$ cat src/rtl/alu_cmd_seq_if.sv
// ============================================================================
// Module   : alu_cmd_seq_if
// Brief    : Command, result and ALU-port bundle for alu_cmd_seq
// Revision : 1.0
// ============================================================================
`default_nettype none

interface alu_cmd_seq_if;
    logic        in_valid;
    logic        in_ready;
    logic [31:0] in_a;
    logic [31:0] in_b;
    logic [2:0]  in_op;

    logic [31:0] alu_a;
    logic [31:0] alu_b;
    logic [2:0]  alu_op;
    logic [31:0] alu_c;
    logic [2:0]  alu_d;

    logic        out_valid;
    logic        out_ready;
    logic [31:0] out_c;
    logic [2:0]  out_d;
    logic [2:0]  out_op;

    modport slave (
        input  in_valid, in_a, in_b, in_op, alu_c, alu_d, out_ready,
        output in_ready, alu_a, alu_b, alu_op, out_valid, out_c, out_d, out_op
    );

    modport master (
        output in_valid, in_a, in_b, in_op, alu_c, alu_d, out_ready,
        input  in_ready, alu_a, alu_b, alu_op, out_valid, out_c, out_d, out_op
    );
endinterface

`default_nettype wire

$ cat src/rtl/alu_cmd_seq.sv
// ============================================================================
// Module   : alu_cmd_seq
// Brief    : Command FIFO feeding an external combinational ALU, one result held
// Revision : 1.0
// ============================================================================
`default_nettype none

module alu_cmd_seq #(
    parameter int DEPTH = 4
) (
    input  logic                     clk,
    input  logic                     rst_n,
    alu_cmd_seq_if.slave             bus,
    output logic [$clog2(DEPTH):0]   count,
    output logic                     busy
);

    localparam int AW = $clog2(DEPTH);
    localparam int CW = AW + 1;
    localparam logic [CW-1:0] FULL = CW'(DEPTH);

    typedef enum logic [1:0] {
        IDLE = 2'd0,
        EXEC = 2'd1,
        HOLD = 2'd2
    } state_t;

    state_t state;
    state_t state_nxt;

    logic [31:0]   mem_a  [DEPTH];
    logic [31:0]   mem_b  [DEPTH];
    logic [2:0]    mem_op [DEPTH];
    logic [AW-1:0] wr_ptr;
    logic [AW-1:0] rd_ptr;

    logic          push;
    logic          pop;
    logic          capture;
    logic          release_out;

    logic [31:0]   opnd_a;
    logic [31:0]   opnd_b;
    logic [2:0]    opnd_op;
    logic [31:0]   res_c;
    logic [2:0]    res_d;
    logic [2:0]    res_op;
    logic          res_valid;

    // Full blocks pushes even when a pop lands in the same cycle.
    assign bus.in_ready = (count < FULL);
    assign push         = bus.in_valid && bus.in_ready;

    always_comb begin
        state_nxt   = state;
        pop         = 1'b0;
        capture     = 1'b0;
        release_out = 1'b0;
        case (state)
            IDLE: begin
                if (count != '0) begin
                    pop       = 1'b1;
                    state_nxt = EXEC;
                end
            end
            EXEC: begin
                capture   = 1'b1;
                state_nxt = HOLD;
            end
            HOLD: begin
                if (bus.out_ready) begin
                    release_out = 1'b1;
                    if (count != '0) begin
                        pop       = 1'b1;
                        state_nxt = EXEC;
                    end else begin
                        state_nxt = IDLE;
                    end
                end
            end
            default: state_nxt = IDLE;
        endcase
    end

    always_ff @(posedge clk or negedge rst_n) begin
        if (!rst_n) begin
            state <= IDLE;
        end else begin
            state <= state_nxt;
        end
    end

    always_ff @(posedge clk) begin
        if (push) begin
            mem_a[wr_ptr]  <= bus.in_a;
            mem_b[wr_ptr]  <= bus.in_b;
            mem_op[wr_ptr] <= bus.in_op;
        end
    end

    always_ff @(posedge clk or negedge rst_n) begin
        if (!rst_n) begin
            wr_ptr <= '0;
            rd_ptr <= '0;
            count  <= '0;
        end else begin
            if (push) begin
                wr_ptr <= wr_ptr + 1'b1;
            end
            if (pop) begin
                rd_ptr <= rd_ptr + 1'b1;
            end
            case ({push, pop})
                2'b10:   count <= count + 1'b1;
                2'b01:   count <= count - 1'b1;
                default: count <= count;
            endcase
        end
    end

    // Operand registers keep the last popped command so the ALU inputs never glitch.
    always_ff @(posedge clk or negedge rst_n) begin
        if (!rst_n) begin
            opnd_a  <= '0;
            opnd_b  <= '0;
            opnd_op <= '0;
        end else if (pop) begin
            opnd_a  <= mem_a[rd_ptr];
            opnd_b  <= mem_b[rd_ptr];
            opnd_op <= mem_op[rd_ptr];
        end
    end

    always_ff @(posedge clk or negedge rst_n) begin
        if (!rst_n) begin
            res_c     <= '0;
            res_d     <= '0;
            res_op    <= '0;
            res_valid <= 1'b0;
        end else if (capture) begin
            res_c     <= bus.alu_c;
            res_d     <= bus.alu_d;
            res_op    <= opnd_op;
            res_valid <= 1'b1;
        end else if (release_out) begin
            res_valid <= 1'b0;
        end
    end

    assign bus.alu_a     = opnd_a;
    assign bus.alu_b     = opnd_b;
    assign bus.alu_op    = opnd_op;
    assign bus.out_c     = res_c;
    assign bus.out_d     = res_d;
    assign bus.out_op    = res_op;
    assign bus.out_valid = res_valid;
    assign busy          = (count != '0) || (state != IDLE);

endmodule

`default_nettype wire

$ cat src/flat_wrapper.sv
// flat-port wrapper written by rule: the top's interface ports become plain ports
module alu_cmd_seq_flat 
#(
    parameter int DEPTH = 4
)
  (clk, rst_n, count, busy, bus_in_valid, bus_in_a, bus_in_b, bus_in_op, bus_alu_c, bus_alu_d, bus_out_ready, bus_in_ready, bus_alu_a, bus_alu_b, bus_alu_op, bus_out_valid, bus_out_c, bus_out_d, bus_out_op);
  alu_cmd_seq_if bus_i ();
  input  logic clk;
  input  logic rst_n;
  output logic [$clog2(DEPTH):0] count;
  output logic busy;
  input wire logic [$bits(bus_i.in_valid)-1:0] bus_in_valid;
  input wire logic [$bits(bus_i.in_a)-1:0] bus_in_a;
  input wire logic [$bits(bus_i.in_b)-1:0] bus_in_b;
  input wire logic [$bits(bus_i.in_op)-1:0] bus_in_op;
  input wire logic [$bits(bus_i.alu_c)-1:0] bus_alu_c;
  input wire logic [$bits(bus_i.alu_d)-1:0] bus_alu_d;
  input wire logic [$bits(bus_i.out_ready)-1:0] bus_out_ready;
  output wire logic [$bits(bus_i.in_ready)-1:0] bus_in_ready;
  output wire logic [$bits(bus_i.alu_a)-1:0] bus_alu_a;
  output wire logic [$bits(bus_i.alu_b)-1:0] bus_alu_b;
  output wire logic [$bits(bus_i.alu_op)-1:0] bus_alu_op;
  output wire logic [$bits(bus_i.out_valid)-1:0] bus_out_valid;
  output wire logic [$bits(bus_i.out_c)-1:0] bus_out_c;
  output wire logic [$bits(bus_i.out_d)-1:0] bus_out_d;
  output wire logic [$bits(bus_i.out_op)-1:0] bus_out_op;
  assign bus_i.in_valid = bus_in_valid;
  assign bus_i.in_a = bus_in_a;
  assign bus_i.in_b = bus_in_b;
  assign bus_i.in_op = bus_in_op;
  assign bus_i.alu_c = bus_alu_c;
  assign bus_i.alu_d = bus_alu_d;
  assign bus_i.out_ready = bus_out_ready;
  assign bus_in_ready = bus_i.in_ready;
  assign bus_alu_a = bus_i.alu_a;
  assign bus_alu_b = bus_i.alu_b;
  assign bus_alu_op = bus_i.alu_op;
  assign bus_out_valid = bus_i.out_valid;
  assign bus_out_c = bus_i.out_c;
  assign bus_out_d = bus_i.out_d;
  assign bus_out_op = bus_i.out_op;
  alu_cmd_seq #(.DEPTH(DEPTH)) u_core (.clk(clk), .rst_n(rst_n), .bus(bus_i), .count(count), .busy(busy));
endmodule
$ cat config.mk
export PLATFORM = sky130hd
export DESIGN_NAME = alu_cmd_seq_flat
export DESIGN_NICKNAME = d
export VERILOG_FILES = /design/src/rtl/alu_cmd_seq_if.sv /design/src/rtl/alu_cmd_seq.sv /design/src/flat_wrapper.sv
export SDC_FILE = /design/constraint.sdc
export NUM_CORES = 1
export LEC_CHECK = 0
export BUFFER_PORTS_ARGS = -buffer_cell sky130_fd_sc_hd__clkbuf_2
export CAP_MARGIN = 20
export CORE_ASPECT_RATIO = 0.7
export CORE_MARGIN = 10
export CORE_UTILIZATION = 40
export DETAILED_ROUTE_END_ITERATION = 7
export HOLD_SLACK_MARGIN = 0.12
export SYNTH_ARGS = -nofsm -noshare
export SYNTH_HDL_FRONTEND = slang
export SYNTH_SLANG_ARGS = --single-unit
$ cat constraint.sdc
create_clock -name clk -period 3.3 [get_ports clk]
set_input_delay 0.66 -clock clk [delete_from_list [all_inputs] [get_ports clk]]
set_output_delay 0.66 -clock clk [all_outputs]
set_load 0.01 [all_outputs]
==> results of run 1 <==
[cell families (layout without fill, tap and decap cells)]
| family | after synthesis | count (layout) | synth area share (%) |
|---|---|---|---|
| AOI/OAI and AO/OA | 4 | 4 | 0.1595 |
| xor gates and xnor gates | 6 | 6 | 0.3722 |
| adders and majority gates | 6 | 6 | 0.5848 |
| muxes | 173 | 173 | 19.34 |
| DFF | 383 | 383 | 77.37 |
| buffers and inverters | 38 | 312 | 1.506 |
| and+or+nand+nor | 16 | 16 | 0.6645 |
[layout make-up]
| cell class | instances | area [um2] |
|---|---|---|
| clock buffer | 61 | 1110 |
| clock inverter | 11 | 71.32 |
| fill | 2895 | 17700 |
| inverter | 9 | 33.78 |
| multi-input combinational | 205 | 3007 |
| sequential | 383 | 10930 |
| tap | 472 | 590.6 |
| timing repair buffer | 231 | 1287 |
[cells in the mapped netlist (all sizes together)]
library cell and n:
edfxtp 268, dfrtp 115, mux2 105, mux4 67, buf 22, inv 9
clkbuf 7, ha 5, and2 4, nor2 4, nor3 3, xnor2 3
xor2 3, nand2 2, nor2b 2, o21ai 2, a21o 1, a21oi 1
fa 1, mux2i 1, nor4b 1
[per-layer routing]
layer	share of wire (%)	vias up
li1	-	2981
met4	1.7	2
met2	49	137
met5	0.034	-
met1	44	3457
met3	5.0	48
[critical path, stage by stage, from the launching register on]
cell	delay, ps
dfrtp_1	440
nor3_2	370
nand2_1	100
clkbuf_2	150
[where the power goes]
part           switching [mW]  internal, mW  total [mW]
Combinational            2.37          2.61        4.97
Clock                    1.75          2.33        4.08
Sequential              0.618          6.43        7.05
[sequential cells by signal (all words and copies together) (netlist names), 2 cells and up]
| register | cells |
|---|---|
| u_core.mem_a | 128 |
| u_core.mem_b | 128 |
| u_core.bus.alu_a | 32 |
| u_core.bus.alu_b | 32 |
| u_core.bus.out_c | 32 |
| u_core.mem_op | 12 |
| u_core.bus.alu_op | 3 |
| u_core.bus.out_d | 3 |
| u_core.bus.out_op | 3 |
| u_core.count | 3 |
| u_core.rd_ptr | 2 |
| u_core.state | 2 |
| u_core.wr_ptr | 2 |
[through the flow]
| step | instances | instance area (um2) |
|---|---|---|
| final | 1372 | 17030 |
| after global routing | 1372 | 17030 |
| after CTS | 1372 | 17030 |
| after detailed placement | 1300 | 15850 |
| after global placement | 1300 | 15850 |
| after floorplan | 626 | 14120 |
[worst paths after layout]
| path | from | end | slack, ps | cells after the start |
|---|---|---|---|---|
| worst min register to register | u_core.bus.alu_b[17] | u_core.bus.alu_b[17] | 500 | 1 |
| worst min-delay path | rst_n | u_core.bus.alu_a[5] | 170 | 1 |
| worst max register to register | u_core.rd_ptr[0] | u_core.bus.alu_b[0] | 1330 | 3 |
| worst max-delay path | u_core.count[0] | busy | 1050 | 3 |
| max in group asynchronous | rst_n | u_core.bus.out_c[23] | 2420 | 2 |
| min in group clk | bus_in_b[11] | u_core.mem_b[3][11] | 350 | 1 |
==> flow_summary.json, run 1 <==
{
  "status": "complete, no violations",
  "antenna_found_initial": 1,
  "clock_path_buffers": 3,
  "synth_top_area_share_pct": 56.99,
  "postCtsSetupBuffers": 0,
  "cellLeakagePower_nw": 6.370,
  "setup_tns_ps": 0,
  "wire_per_inst_um": 21.13,
  "total_power_mw": 16.10,
  "final_cell_mix": "edfxtp_1 (268), clkbuf_2 (215), dfrtp_1 (113)",
  "grt_util_met1_pct": 17.34,
  "io_pins": 217,
  "dp_hpwl_mm": 17.86,
  "design.die.area_um2": 43340,
  "grt_use_met2_pct": 21.88,
  "endpoint_kind": "output pin",
  "cts_root_buffer": "clkbuf_16",
  "vias": 6625,
  "routed_via_density": 4.829,
  "start_util_pct": 40.66,
  "ys_seq_elements": 383,
  "crit_required_ps": 2640,
  "rows": 57,
  "ctsHoldBuffers": 0,
  "fin_crit_ps": 2251,
  "finalMaxSlewViolations": 0,
  "drt_first_pass_iters": 4,
  "cts_sinks": 383,
  "hold_violations": 0,
  "grt_use_met3_pct": 3.589,
  "timing.max_cap.violations": 0,
  "arrival_ps": 1590,
  "period_share_pct": 68.21,
  "rsz0062_at_grt": "false",
  "totalWireLength_mm": 28.99,
  "numPortBuffers": 216,
  "fp.dieW_um": 244.6,
  "hold_ws_ps": 170.7,
  "start_kind": "register",
  "final_util_pct": 49.04,
  "syn_area_um2": 14120,
  "nets": 981,
  "overflow": 0,
  "gp_congestion": 0.7060,
  "syn_to_final_growth_pct": 20.62,
  "core_um2": 34730,
  "tritoncts": "done",
  "drive_gt1_share_pct": 51.56,
  "antenna_cells": 0,
  "p_per_area_nw_per_um2": 945.4,
  "ys_warn_count": 0,
  "finClkSkew_ps": 16.78,
  "remaining_drc_errors": 0,
  "setup_viol": 0,
  "ys_types": 27,
  "cts_resized": 0,
  "holdCritPathClass": "input pin to asynchronous set/reset pin",
  "path_max_fanout": 4,
  "peakVddDrop_mv": 0.6066,
  "die_h_um": 177.2,
  "insertion_delay_ps": 530,
  "synth_area_leader_cell": "edfxtp_1",
  "grt_usage_pct": 13.38,
  "grt_pass1_wl_mm": 44.64,
  "setup_ws_ps": 1049,
  "synthCells": 626,
  "antenna_left": 0,
  "grt_max_degree": 69,
  "netlist_top_cells_area": "edfxtp_1 (57%), dfrtp_1 (20%), mux4_2 (11%)",
  "avgSynthCellArea_um2": 22.56,
  "worst_slew_pin_slew_ps": 701.8,
  "syn-num-nets": 738,
  "pre_cts_slack_ps": 1029,
  "max_freq_mhz": 444.3,
  "slew_headroom_pct": 53.22,
  "htree_levels": 2,
  "clk_pin_slew_ps": 60,
  "grt_pass1_vias": 7347,
  "top_usage_layer": "met2",
  "synth-seq-area-share_pct": 77.37,
  "layout_commonest_cell": "edfxtp_1",
  "crit_type": "register to output pin",
  "numCtsBuffers": 39,
  "dr.first_iter.drc_count": 285
}
Note: power is estimated with default switching activity, not from simulation.
==> inputs of run 2 (changes only) <==
Clock period 3.3 ns to 2.1 ns, I/O delays scaled along.
==> flow_summary.json, run 2 (synthesized netlist as in run 1, its figures left out) <==
{
  "peakVddDrop_mv": 0.8222,
  "setup_viol": 0,
  "fin_crit_ps": 1927,
  "total_power_mw": 26.52,
  "crit_required_ps": 1680,
  "holdCritPathClass": "input pin to register",
  "layout_commonest_cell": "edfxtp_1",
  "start_util_pct": 40.66,
  "grt_usage_pct": 13.98,
  "gp_congestion": 0.6924,
  "hold_start": "bus_in_a[28]",
  "design.die.area_um2": 43340,
  "wire_per_inst_um": 20.46,
  "top_regs": "u_core.mem_a: 128 flops, u_core.mem_b: 128 flops",
  "clk_pin_slew_ps": 60,
  "timing.reg2reg.setup_slack_ps": 200,
  "vias": 7069,
  "drive_gt1_share_pct": 48.31,
  "antenna_left": 0,
  "dr.first_iter.drc_count": 477,
  "setup_tns_ps": 0,
  "tritoncts": "done",
  "worst-r2r-cell-count": 8,
  "rows": 57,
  "arrival_ps": 1510,
  "rsz0062_at_grt": "false",
  "overflow": 0,
  "final_cell_mix": "edfxtp_1 (268), clkbuf_2 (215), dfrtp_1 (111)",
  "grt_pass1_vias": 7837,
  "start_kind": "register",
  "antenna_found_initial": 1,
  "fp.dieW_um": 244.6,
  "slew_headroom_pct": 67.52,
  "hold_violations": 0,
  "dp_hpwl_mm": 19.18,
  "finClkSkew_ps": 13.52,
  "numCtsBuffers": 38,
  "nets": 1090,
  "status": "complete, no violations",
  "endpoint_kind": "output pin",
  "insertion_delay_ps": 530,
  "worst_slew_pin_slew_ps": 487.2,
  "io_pins": 217,
  "cts_root_buffer": "clkbuf_16",
  "hold_ws_ps": 145.1,
  "cellLeakagePower_nw": 6.981,
  "core_um2": 34730,
  "grt_max_degree": 69,
  "die_h_um": 177.2,
  "r2r_start": "u_core.state[1]",
  "period_share_pct": 91.77,
  "crit_type": "register to output pin",
  "routed_via_density": 4.773,
  "timing.max_cap.violations": 0,
  "r2r_end": "u_core.count[2]",
  "cts_resized": 0,
  "whs_path_depth": 1,
  "remaining_drc_errors": 0,
  "min_to": "u_core.mem_a[2][28]",
  "p_per_area_nw_per_um2": 1437,
  "cts_sinks": 383,
  "syn_to_final_growth_pct": 30.74,
  "clock_path_buffers": 3,
  "drt_first_pass_iters": 4,
  "grt_pass1_wl_mm": 47.06,
  "max_freq_mhz": 518.9,
  "totalWireLength_mm": 30.31,
  "finalMaxSlewViolations": 0,
  "final_util_pct": 53.15,
  "htree_levels": 2,
  "numPortBuffers": 216,
  "path_max_fanout": 4
}
[run 2: changes by cell type in the layout (fill, tap and decap cells not counted), sizes merged]
cell         delta
diode           +1
dlygate4sd3   +100
clkinvlp        -1
bufinv          +5
clkinv          +8
buf            +10
inv             -3
clkbuf         -11
[run 2: report_power, final]
group | internal [mW] | switching [mW] | leakage [nW] | total (mW)
combinational | 4.50 | 3.78 | 2.56 | 8.28
sequential | 10.1 | 1.04 | 3.77 | 11.1
clock | 4.28 | 2.83 | 0.649 | 7.11
[run 2: metrics by stage]
step | instance area (um2) | std cells | worst slack [ps]
global route | 18460 | 1481 | 64.56
CTS | 18460 | 1480 | 120.9
finish | 18460 | 1481 | 172.9
floorplan | 14160 | 626 | -1.696
global placement | 16140 | 1310 | 243.6
detailed placement | 16140 | 1310 | 219.0
[run 2: metal layers]
layer / share of wire, % / global-route usage [%] / vias up / routed length (um)
met4: 1.4 / 3.432 / 0 / 425
met3: 5.8 / 3.528 / 37 / 1748
met1: 42 / 17.91 / 3675 / 12650
met2: 51 / 23.52 / 158 / 15480
li1: - / - / 3199 / -
met5: 0 / 0 / - / 0
[run 2: critical path, stage by stage (launching register included)]
cell	delay (ps)
dfrtp_1	430
nor3_4	300
nand2_1	100
clkbuf_2	140
[run 2: layout make-up]
type | instances | area (um2)
antenna | 1 | 2.502
clock buffer | 50 | 1090
clock inverter | 20 | 230.2
fill | 2735 | 16270
inverter | 9 | 33.78
multi-input combinational | 205 | 3028
sequential | 383 | 10940
tap | 472 | 590.6
timing repair buffer | 341 | 2551
[run 2: worst max path at each step]
| stage | slack, ps | from | to | depth (start not counted) |
|---|---|---|---|---|
| finish | 170 | u_core.count[1] | busy | 3 |
| global route | 60 | u_core.state[1] | u_core.count[2] | 8 |
| CTS | 120 | u_core.count[1] | busy | 3 |
| detailed placement | 220 | u_core.state[1] | u_core.count[2] | 8 |
| global placement | 240 | u_core.state[1] | u_core.count[2] | 8 |
| floorplan | -2 | u_core.count[1] | u_core.count[2] | 10 |
[run 2: what timing repair did]
action,4_1_cts,5_1_grt
hold endpoints to repair,322,0
setup buffers,0,0
hold buffers,100,0
==> inputs of run 3 (changes only) <==
Clock period 2.1 ns to 1.85 ns, I/O delays scaled along.
==> flow_summary.json, run 3 (synthesized netlist as in run 1, its figures left out) <==
{
  "wire_per_inst_um": 20.52,
  "layout_commonest_cell": "edfxtp_1",
  "timing.max_cap.violations": 0,
  "endpoint_kind": "output pin",
  "clkPwrFrac_pct": 26.6,
  "nets": 1110,
  "period_share_pct": 97.37,
  "fp.dieW_um": 244.6,
  "fin_crit_ps": 1801,
  "setup_viol": 0,
  "start_kind": "register",
  "routed_via_density": 4.813,
  "dp_hpwl_mm": 19.79,
  "grt_usage_pct": 14.19,
  "cellLeakagePower_nw": 7.062,
  "remaining_drc_errors": 0,
  "hold_violations": 0,
  "holdCritPathClass": "input pin to register",
  "worst_slew_pin_slew_ps": 388.1,
  "numCtsBuffers": 38,
  "max_freq_mhz": 555.1,
  "insertion_delay_ps": 530,
  "grt_pass1_vias": 7960,
  "grt_max_degree": 46,
  "switching_power_mw": 8.646,
  "slew_headroom_pct": 73.77,
  "drive_gt1_share_pct": 48.78,
  "clk_pin_slew_ps": 60,
  "setup_tns_ps": 0,
  "drt_first_pass_iters": 4,
  "sw_frac_of_total_pct": 28.52,
  "totalWireLength_mm": 30.78,
  "p_seq_share_pct": 41.2,
  "die_h_um": 177.2,
  "start_util_pct": 40.66,
  "crit_required_ps": 1480,
  "finalMaxSlewViolations": 0,
  "crit_type": "register to output pin",
  "final_cell_mix": "edfxtp_1 (268), clkbuf_2 (215), dfrtp_1 (110)",
  "cts_sinks": 383,
  "overflow": 0,
  "antenna_left": 0,
  "status": "complete, no violations",
  "tritoncts": "done",
  "hold_ws_ps": 252.9,
  "rows": 57,
  "fillers": 2752,
  "p_per_area_nw_per_um2": 1631,
  "gp_congestion": 0.7055,
  "p_int_mw": 21.67,
  "cts_root_buffer": "clkbuf_16",
  "htree_levels": 2,
  "design.die.area_um2": 43340,
  "core_um2": 34730,
  "path_max_fanout": 3,
  "finClkSkew_ps": 15.11,
  "peakVddDrop_mv": 1.033,
  "arrival_ps": 1430,
  "vias": 7220,
  "syn_to_final_growth_pct": 31.61,
  "io_pins": 217,
  "antenna_found_initial": 1,
  "grt_pass1_wl_mm": 47.61,
  "top_regs": "u_core.mem_a: 128 flops, u_core.mem_b: 128 flops",
  "clock_path_buffers": 3,
  "dr.first_iter.drc_count": 308,
  "rsz0062_at_grt": "true",
  "numPortBuffers": 216,
  "power_frac_comb_pct": 32.2
}
==> run 3: cell count changes in the layout (fill, tap and decap cells not counted), moves of 3 or more <==
cell / delta
buf_4: +20
clkbuf_1: +6
clkinv_2: -3
dlygate4sd3_1: +3
==> run 3: power by group through the flow <==
stage               clock network (mW)  registers [mW]  logic (mW)
finish                            8.06            12.5        9.77
global placement                     0            12.6        9.69
detailed placement                   0            12.7        9.79
CTS                               8.32            12.5        10.0
global route                      8.68            12.7        10.6
floorplan                            0            13.0        5.75
==> run 3: metrics by stage <==
step	area, um2	instances	utilization (%)	total power, mW	setup WS [ps]
after global routing	18580	1500	53.51	32.04	-30.37
after detailed placement	16210	1323	46.66	22.46	71.18
final	18580	1500	53.51	30.31	48.57
after CTS	18560	1497	53.43	30.86	2.834
after floorplan	14160	626	-	18.72	-244.5
after global placement	16210	1323	46.66	22.32	113.2
==> run 3: per-layer routing <==
layer	track usage (%)	vias up	wire [um]
li1	-	3252	-
met1	18.66	3763	13260
met2	23.28	164	15280
met3	3.543	41	1693
met4	3.639	0	549
met5	0	-	0
==> run 3: worst max-delay path: stages, from the launching register on <==
cell	delay [ps]
dfrtp_2	430
nor3_4	260
nand2_1	80
clkbuf_2	140
==> run 3: cell type report <==
type | instances | area, um2 | area share (%)
diodes | 1 | 2.502 | 0.01347
clock buffers | 53 | 1049 | 5.642
clock inverters | 16 | 256.5 | 1.380
inverters | 9 | 33.78 | 0.1818
multi-input cells | 205 | 3035 | 16.33
flip-flops and latches | 383 | 10940 | 58.85
well taps | 472 | 590.6 | 3.178
repair buffers | 361 | 2680 | 14.42
==> run 3: worst paths after layout <==
kind	from	to	slack, ps	cells after the start
min reg2reg	u_core.bus.out_op[2]	u_core.bus.out_op[2]	510	1
max in group asynchronous	rst_n	u_core.bus.alu_b[0]	1020	3
max	u_core.count[2]	busy	50	3
max reg2reg	u_core.state[1]	u_core.bus.alu_a[23]	100	5
min in group asynchronous	rst_n	u_core.bus.alu_a[15]	260	2
min	bus_out_ready	u_core.bus.out_valid	250	4
==> run 3: what timing repair did <==
| action | CTS | global route |
|---|---|---|
| gates resized for setup | 0 | 3 |
| cloned | 0 | 0 |
| pin swaps | 1 | 4 |
| hold buffers | 103 | 0 |
| setup buffers | 2 | 2 |
| setup endpoints to repair | 1 | 2 |
| endpoints found under the hold margin | 418 | 0 |
